**config.mk**
```make
export PLATFORM = sky130hd
export DESIGN_NAME = ibex_ex_issue
export DESIGN_NICKNAME = d
export VERILOG_FILES = /design/src/rtl/ibex_defines.sv /design/src/rtl/ibex_ex_stall_counter.sv /design/src/rtl/ibex_ex_issue.sv
export SDC_FILE = /design/constraint.sdc
export NUM_CORES = 1
export LEC_CHECK = 0
export ABC_AREA = 1
export CELL_PAD_IN_SITES_DETAIL_PLACEMENT = 0
export CELL_PAD_IN_SITES_GLOBAL_PLACEMENT = 1
export CORE_AREA = 4 4 128 130
export CTS_BUF_LIST = sky130_fd_sc_hd__clkbuf_16
export CTS_CLUSTER_DIAMETER = 150
export CTS_CLUSTER_SIZE = 30
export DETAILED_ROUTE_END_ITERATION = 8
export DIE_AREA = 0 0 132 134
export DONT_BUFFER_PORTS = 1
export GPL_ROUTABILITY_DRIVEN = 1
export HOLD_SLACK_MARGIN = 0.15
export PLACE_DENSITY = 0.67
export SETUP_SLACK_MARGIN = 0.3
export SLEW_MARGIN = 5
export SYNTH_ARGS = -nofsm -noshare
export SYNTH_HDL_FRONTEND = slang
export SYNTH_SLANG_ARGS = --single-unit
```
**constraint.sdc**
```tcl
create_clock -name clk_i -period 1.4 [get_ports clk_i]
set_clock_uncertainty 0.1 [all_clocks]
set_input_delay 0.35 -clock clk_i [delete_from_list [all_inputs] [get_ports clk_i]]
set_output_delay 0.35 -clock clk_i [all_outputs]
set_load 0.02 [all_outputs]
```
**src/rtl/ibex_defines.sv**
```systemverilog
// Shared type definitions for the execute-stage slice: ALU / mult-div operator
// encodings and the issue sequencer state.
package ibex_defines;

    typedef enum logic [5:0] {
        ALU_ADD = 6'd0,
        ALU_SUB = 6'd1,
        ALU_XOR = 6'd2,
        ALU_OR  = 6'd3,
        ALU_AND = 6'd4,
        ALU_SRA = 6'd5,
        ALU_SRL = 6'd6,
        ALU_SLL = 6'd7,
        ALU_LT  = 6'd8,
        ALU_LTU = 6'd9,
        ALU_EQ  = 6'd10,
        ALU_NE  = 6'd11
    } alu_op_e;

    typedef enum logic [1:0] {
        MD_OP_MULL = 2'd0,
        MD_OP_MULH = 2'd1,
        MD_OP_DIV  = 2'd2,
        MD_OP_REM  = 2'd3
    } md_op_e;

    typedef enum logic {
        IDLE = 1'b0,
        EXEC = 1'b1
    } issue_state_e;

    // x0 is hardwired to zero, so writes to it are never emitted
    function automatic logic wb_needed(input logic we, input logic [4:0] waddr);
        return we & (waddr != 5'd0);
    endfunction

endpackage

```
**src/rtl/ibex_ex_stall_counter.sv**
```systemverilog
// Free-running 32-bit counter of mult/div stall cycles; wraps, cleared only by reset.
// Instantiated by ibex_ex_issue when IBEX_EX_ISSUE_STALL_CNT_EN is defined.
module ibex_ex_stall_counter (
    input  logic        clk_i,
    input  logic        rst_ni,
    input  logic        inc_i,
    output logic [31:0] cnt_o
);

    logic [31:0] cnt_r;

    // Stall cycle accumulator
    always_ff @(posedge clk_i or negedge rst_ni) begin
        if (!rst_ni) begin
            cnt_r <= 32'd0;
        end else if (inc_i) begin
            cnt_r <= cnt_r + 32'd1;
        end
    end

    assign cnt_o = cnt_r;

endmodule

```
**src/rtl/ibex_ex_issue.sv**
```systemverilog
// Issue/writeback sequencer between decoder and ibex_ex_block.
// Optional mult/div stall counter enabled by defining IBEX_EX_ISSUE_STALL_CNT_EN.
module ibex_ex_issue
    import ibex_defines::*;
#(
    parameter bit RV32M = 1'b1
) (
    input  logic        clk_i,
    input  logic        rst_ni,

    input  logic        instr_valid_i,
    output logic        instr_ready_o,
    input  alu_op_e     alu_operator_i,
    input  md_op_e      md_operator_i,
    input  logic        mult_sel_i,
    input  logic        div_sel_i,
    input  logic [1:0]  md_signed_mode_i,
    input  logic [31:0] operand_a_i,
    input  logic [31:0] operand_b_i,
    input  logic        rf_we_i,
    input  logic [4:0]  rf_waddr_i,
    input  logic        flush_i,

    output alu_op_e     alu_operator_o,
    output logic [31:0] alu_operand_a_o,
    output logic [31:0] alu_operand_b_o,
    output md_op_e      multdiv_operator_o,
    output logic        mult_en_o,
    output logic        div_en_o,
    output logic [1:0]  multdiv_signed_mode_o,
    output logic [31:0] multdiv_operand_a_o,
    output logic [31:0] multdiv_operand_b_o,

    input  logic [31:0] regfile_wdata_ex_i,
    input  logic        ex_valid_i,

    output logic        rf_we_o,
    output logic [4:0]  rf_waddr_o,
    output logic [31:0] rf_wdata_o,

    output logic        busy_o,
    output logic [31:0] md_stall_cnt_o
);

    issue_state_e state_r;
    issue_state_e next_state_s;

    alu_op_e      alu_op_r;
    md_op_e       md_op_r;
    logic [1:0]   signed_mode_r;
    logic [31:0]  op_a_r;
    logic [31:0]  op_b_r;
    logic         held_we_r;
    logic [4:0]   held_waddr_r;
    logic         mult_en_r;
    logic         div_en_r;

    logic         rf_we_r;
    logic [4:0]   rf_waddr_r;
    logic [31:0]  rf_wdata_r;

    logic         ready_s;
    logic         accept_s;
    logic         complete_s;
    logic         held_md_s;

    assign held_md_s  = mult_en_r | div_en_r;
    assign accept_s   = instr_valid_i & ready_s;
    assign complete_s = (state_r == EXEC) & ex_valid_i & ~flush_i;

    // Ready: mult/div completions must pass through IDLE so the enables drop
    always_comb begin
        ready_s = 1'b0;
        if (flush_i) begin
            ready_s = 1'b0;
        end else begin
            case (state_r)
                IDLE:    ready_s = 1'b1;
                EXEC:    ready_s = ex_valid_i & ~held_md_s;
                default: ready_s = 1'b0;
            endcase
        end
    end

    // Next-state logic; flush overrides everything
    always_comb begin
        next_state_s = state_r;
        case (state_r)
            IDLE: begin
                if (accept_s) begin
                    next_state_s = EXEC;
                end else begin
                    next_state_s = IDLE;
                end
            end
            EXEC: begin
                if (accept_s) begin
                    next_state_s = EXEC;
                end else if (ex_valid_i) begin
                    next_state_s = IDLE;
                end else begin
                    next_state_s = EXEC;
                end
            end
            default: next_state_s = IDLE;
        endcase
        if (flush_i) begin
            next_state_s = IDLE;
        end else begin
            next_state_s = next_state_s;
        end
    end

    // State register
    always_ff @(posedge clk_i or negedge rst_ni) begin
        if (!rst_ni) begin
            state_r <= IDLE;
        end else begin
            state_r <= next_state_s;
        end
    end

    // Issue register: operands and control captured on accept, held while executing
    always_ff @(posedge clk_i or negedge rst_ni) begin
        if (!rst_ni) begin
            alu_op_r      <= ALU_ADD;
            md_op_r       <= MD_OP_MULL;
            signed_mode_r <= 2'd0;
            op_a_r        <= 32'd0;
            op_b_r        <= 32'd0;
            held_we_r     <= 1'b0;
            held_waddr_r  <= 5'd0;
        end else if (accept_s) begin
            alu_op_r      <= alu_operator_i;
            md_op_r       <= md_operator_i;
            signed_mode_r <= md_signed_mode_i;
            op_a_r        <= operand_a_i;
            op_b_r        <= operand_b_i;
            held_we_r     <= rf_we_i;
            held_waddr_r  <= rf_waddr_i;
        end
    end

    // Mult/div enables: set on accept, dropped on completion or flush
    always_ff @(posedge clk_i or negedge rst_ni) begin
        if (!rst_ni) begin
            mult_en_r <= 1'b0;
            div_en_r  <= 1'b0;
        end else if (accept_s) begin
            mult_en_r <= RV32M & mult_sel_i;
            div_en_r  <= RV32M & div_sel_i;
        end else if (flush_i || ((state_r == EXEC) && ex_valid_i)) begin
            mult_en_r <= 1'b0;
            div_en_r  <= 1'b0;
        end
    end

    // Writeback register: one-cycle strobe; address/data only move on a real write
    always_ff @(posedge clk_i or negedge rst_ni) begin
        if (!rst_ni) begin
            rf_we_r    <= 1'b0;
            rf_waddr_r <= 5'd0;
            rf_wdata_r <= 32'd0;
        end else begin
            rf_we_r <= complete_s & wb_needed(held_we_r, held_waddr_r);
            if (complete_s && wb_needed(held_we_r, held_waddr_r)) begin
                rf_waddr_r <= held_waddr_r;
                rf_wdata_r <= regfile_wdata_ex_i;
            end
        end
    end

`ifdef IBEX_EX_ISSUE_STALL_CNT_EN
    logic stall_inc_s;
    assign stall_inc_s = (state_r == EXEC) & held_md_s & ~ex_valid_i;

    ibex_ex_stall_counter u_stall_counter (
        .clk_i  (clk_i),
        .rst_ni (rst_ni),
        .inc_i  (stall_inc_s),
        .cnt_o  (md_stall_cnt_o)
    );
`else
    assign md_stall_cnt_o = 32'd0;
`endif

    assign instr_ready_o         = ready_s;
    assign alu_operator_o        = alu_op_r;
    assign alu_operand_a_o       = op_a_r;
    assign alu_operand_b_o       = op_b_r;
    assign multdiv_operator_o    = md_op_r;
    assign mult_en_o             = mult_en_r;
    assign div_en_o              = div_en_r;
    assign multdiv_signed_mode_o = signed_mode_r;
    assign multdiv_operand_a_o   = op_a_r;
    assign multdiv_operand_b_o   = op_b_r;
    assign rf_we_o               = rf_we_r;
    assign rf_waddr_o            = rf_waddr_r;
    assign rf_wdata_o            = rf_wdata_r;
    assign busy_o                = (state_r != IDLE);

endmodule

```
==> flow_summary.ini <==
[clocking]
clockRootBuffer = clkbuf_16
postCtsHoldBufs = 116
cts_sinks = 121
clk_latency_ns = 0.41
clk_pin_slew_ns = 0.06
cts_buffer_depth = 2
h-tree-depth = 4
tritoncts = built
cts-buffers-inserted = 17

[worst_setup_path]
crit_required_ns = 1.59
cp.arrival_ns = 2.06
worstSetupStartpointType = flip-flop
crit_type = flip-flop to flip-flop
crit_fanout = 8
end_kind = flip-flop

[grt]
grt_pass1_vias = 4877
grt_pass1_wl_um = 27570
grt.total_usage = 0.2010
grt_start_max_net_pins = 122
grt.overflow.total = 0
antenna_found_initial = 0

[timing]
setup_viol = 127
fmax_mhz = 536.0
rsz0062_at_grt = true
fin_crit_sh = 1.333
hold_viol = 131
drv_slew = 0
holdWs_ns = -0.4635
setup_ws_ns = -0.4658
min_period_ns = 1.866

[outcome]
outcome = finished, violations left
violations = negative hold slack, negative setup slack

[power]
pwr-share-seq = 0.521
clkPwrFrac = 0.312
sw_frac_of_total = 0.3728
peakVddDrop_mv = 0.7771
pwr_density_cell_mw_per_mm2 = 1503
p_int_mw = 8.149
leakagePower_nw = 4.093
finalPower_mw = 12.99
power.switching_mw = 4.844
p_comb_frac = 0.166

[die]
die_h_um = 134
num_rows = 45
start_util = 0.3622
die_w_um = 132
core-area_mm2 = 0.01515
pin_count = 331
die_area_mm2 = 0.01769

[synth]
synth_ff_type = dfrtp_1
synth-seq-cells = 121
syn_area_per_cell_um2 = 8.776
synth_top_area_share = 0.5520
syn-cell-area_mm2 = 0.005485
synth_cell_type_count = 15
yosys_warnings = 0
synth_edf_count = 0
async_flop_share = 1.000
netlist_top_cells_area = dfrtp_1, nand2_1, buf_4
synth.most_common_cell = nand2_1
seq_area_frac_synth = 0.5520
syn_inst = 625
yosys.area.top_type = dfrtp_1
synthTopCellsByCount = nand2_1, dfrtp_1, buf_4

[detailed_routing]
ant_nets = 0
wl_um = 18470
drt-vias-per-instance = 4.956
wire_per_inst_um = 20.01
firstDrtPassIters = 4
post-route-drc-count = 0
vias = 4574
drt_iter0_drc = 253

[layout]
syn_to_final_growth_pct = 57.64
final_area_mm2 = 0.008647
nNetsFinal = 842
drive_above_1_share = 0.5252
diodes = 0
instances_no_fill = 923

[placed_design]
place.port_buffers = 0
gp_congestion = 0.7395
placed_area_mm2 = 0.005122
hpwl_um = 9249
place_inst = 729

[run]
maxCapViolCount = 0

[min_path]
min_path_type = input port to async pin
## power groups by stage
stage	clock network, mW	logic, mW	registers, mW
6_report	4.06	2.16	6.78
5_1_grt	4.33	2.35	6.86
4_1_cts	4.17	1.81	6.63
3_5_place_dp	0	1.08	6.45
3_3_place_gp	0	1.03	6.44
2_1_floorplan	0	1.85	5.76
## flip-flops by register name (all words and copies together), names as in the netlist, 2 cells and up
signal and cells:
alu_operand_a_o 32, alu_operand_b_o 32, alu_operator_o 6, held_waddr_r 5, multdiv_operator_o 2, multdiv_signed_mode_o 2, rf_waddr_o 5, rf_wdata_o 32
## worst max-delay path, stage by stage (launching register included)
cell,delay [ns]
dfrtp_2,0.41
nor2_2,0.12
nand2_2,0.09
buf_6,0.12
buf_6,0.10
buf_6,0.10
nand2_4,0.08
nand3_4,0.17
buf_12,0.18
buf_16,0.15
nand2_2,0.06
nand2_1,0.05
## what timing repair did
action                                 CTS  global route
cloned                                  23             1
endpoints found under the hold margin  236           203
pin swaps                               59            45
buffers inserted                        20             3
gates resized for setup                265           132
setup endpoints to repair              301           301
## cell families after synthesis
family / Yosys count / synth area share
AND/OR/NAND/NOR: 361 / 0.2669
buffers and inverters: 136 / 0.1745
flip-flops: 121 / 0.5520
AO/OA/AOI/OAI: 6 / 0.005930
other: 1 / 0.0006837
## metrics by stage
| step | TNS (ns) | utilization | setup slack [ns] | hold slack, ns |
|---|---|---|---|---|
| final | -42.07 | 0.5709 | -0.4658 | -0.4635 |
| after floorplan | 0 | - | 0.01793 | -0.04559 |
| after global routing | -49.71 | 0.5709 | -0.5309 | -0.4876 |
| after detailed placement | -3.795 | 0.3382 | -0.07213 | -0.04174 |
| after CTS | -37.26 | 0.5373 | -0.4427 | -0.4867 |
| after global placement | -1.129 | 0.3382 | -0.03530 | -0.04297 |
## cells in the final DEF, fill, tap and decap left out, types with 7 or more instances in the layout
cell / instances
buf_4: 7
conb_1: 32
nand3_1: 82
nand2_4: 56
nand2_2: 115
nand2_1: 101
inv_1: 8
buf_16: 15
buf_12: 13
dfrtp_2: 115
clkbuf_16: 18
dlygate4sd3_1: 116
buf_6: 17
## area by class of cell
type / instances / area, um2
repair inverters: 6 / 77.57
clock inverters: 14 / 118.9
flip-flops and latches: 121 / 3172
multi-input cells: 400 / 2411
inverters: 6 / 38.79
clock buffers: 17 / 425.4
well taps: 188 / 235.2
repair buffers: 171 / 2168
fillers: 1188 / 6499
## worst paths after layout
kind / start / end / slack, ns / depth (start not counted)
min: rst_ni / alu_operand_a_o[13] / -0.46 / 0
max reg2reg: div_en_o / alu_operand_b_o[10] / -0.47 / 11
min reg2reg: held_waddr_r[2] / held_waddr_r[2] / 0.39 / 2
max in group asynchronous: rst_ni / rf_wdata_o[19] / 1.45 / 0
max: div_en_o / alu_operand_b_o[10] / -0.47 / 11
min in group clk_i: instr_valid_i / alu_operand_a_o[9] / -0.02 / 2
## metal layers
metal  vias to the layer above  track usage  part of all wire
met5                         -            0                 0
met4                         0      0.08401             0.026
met3                        43      0.05851             0.068
met2                       242       0.3626              0.54
met1                      2248       0.2216              0.37
li1                       2041            -                 -
Power figures use the tool's default switching activity.
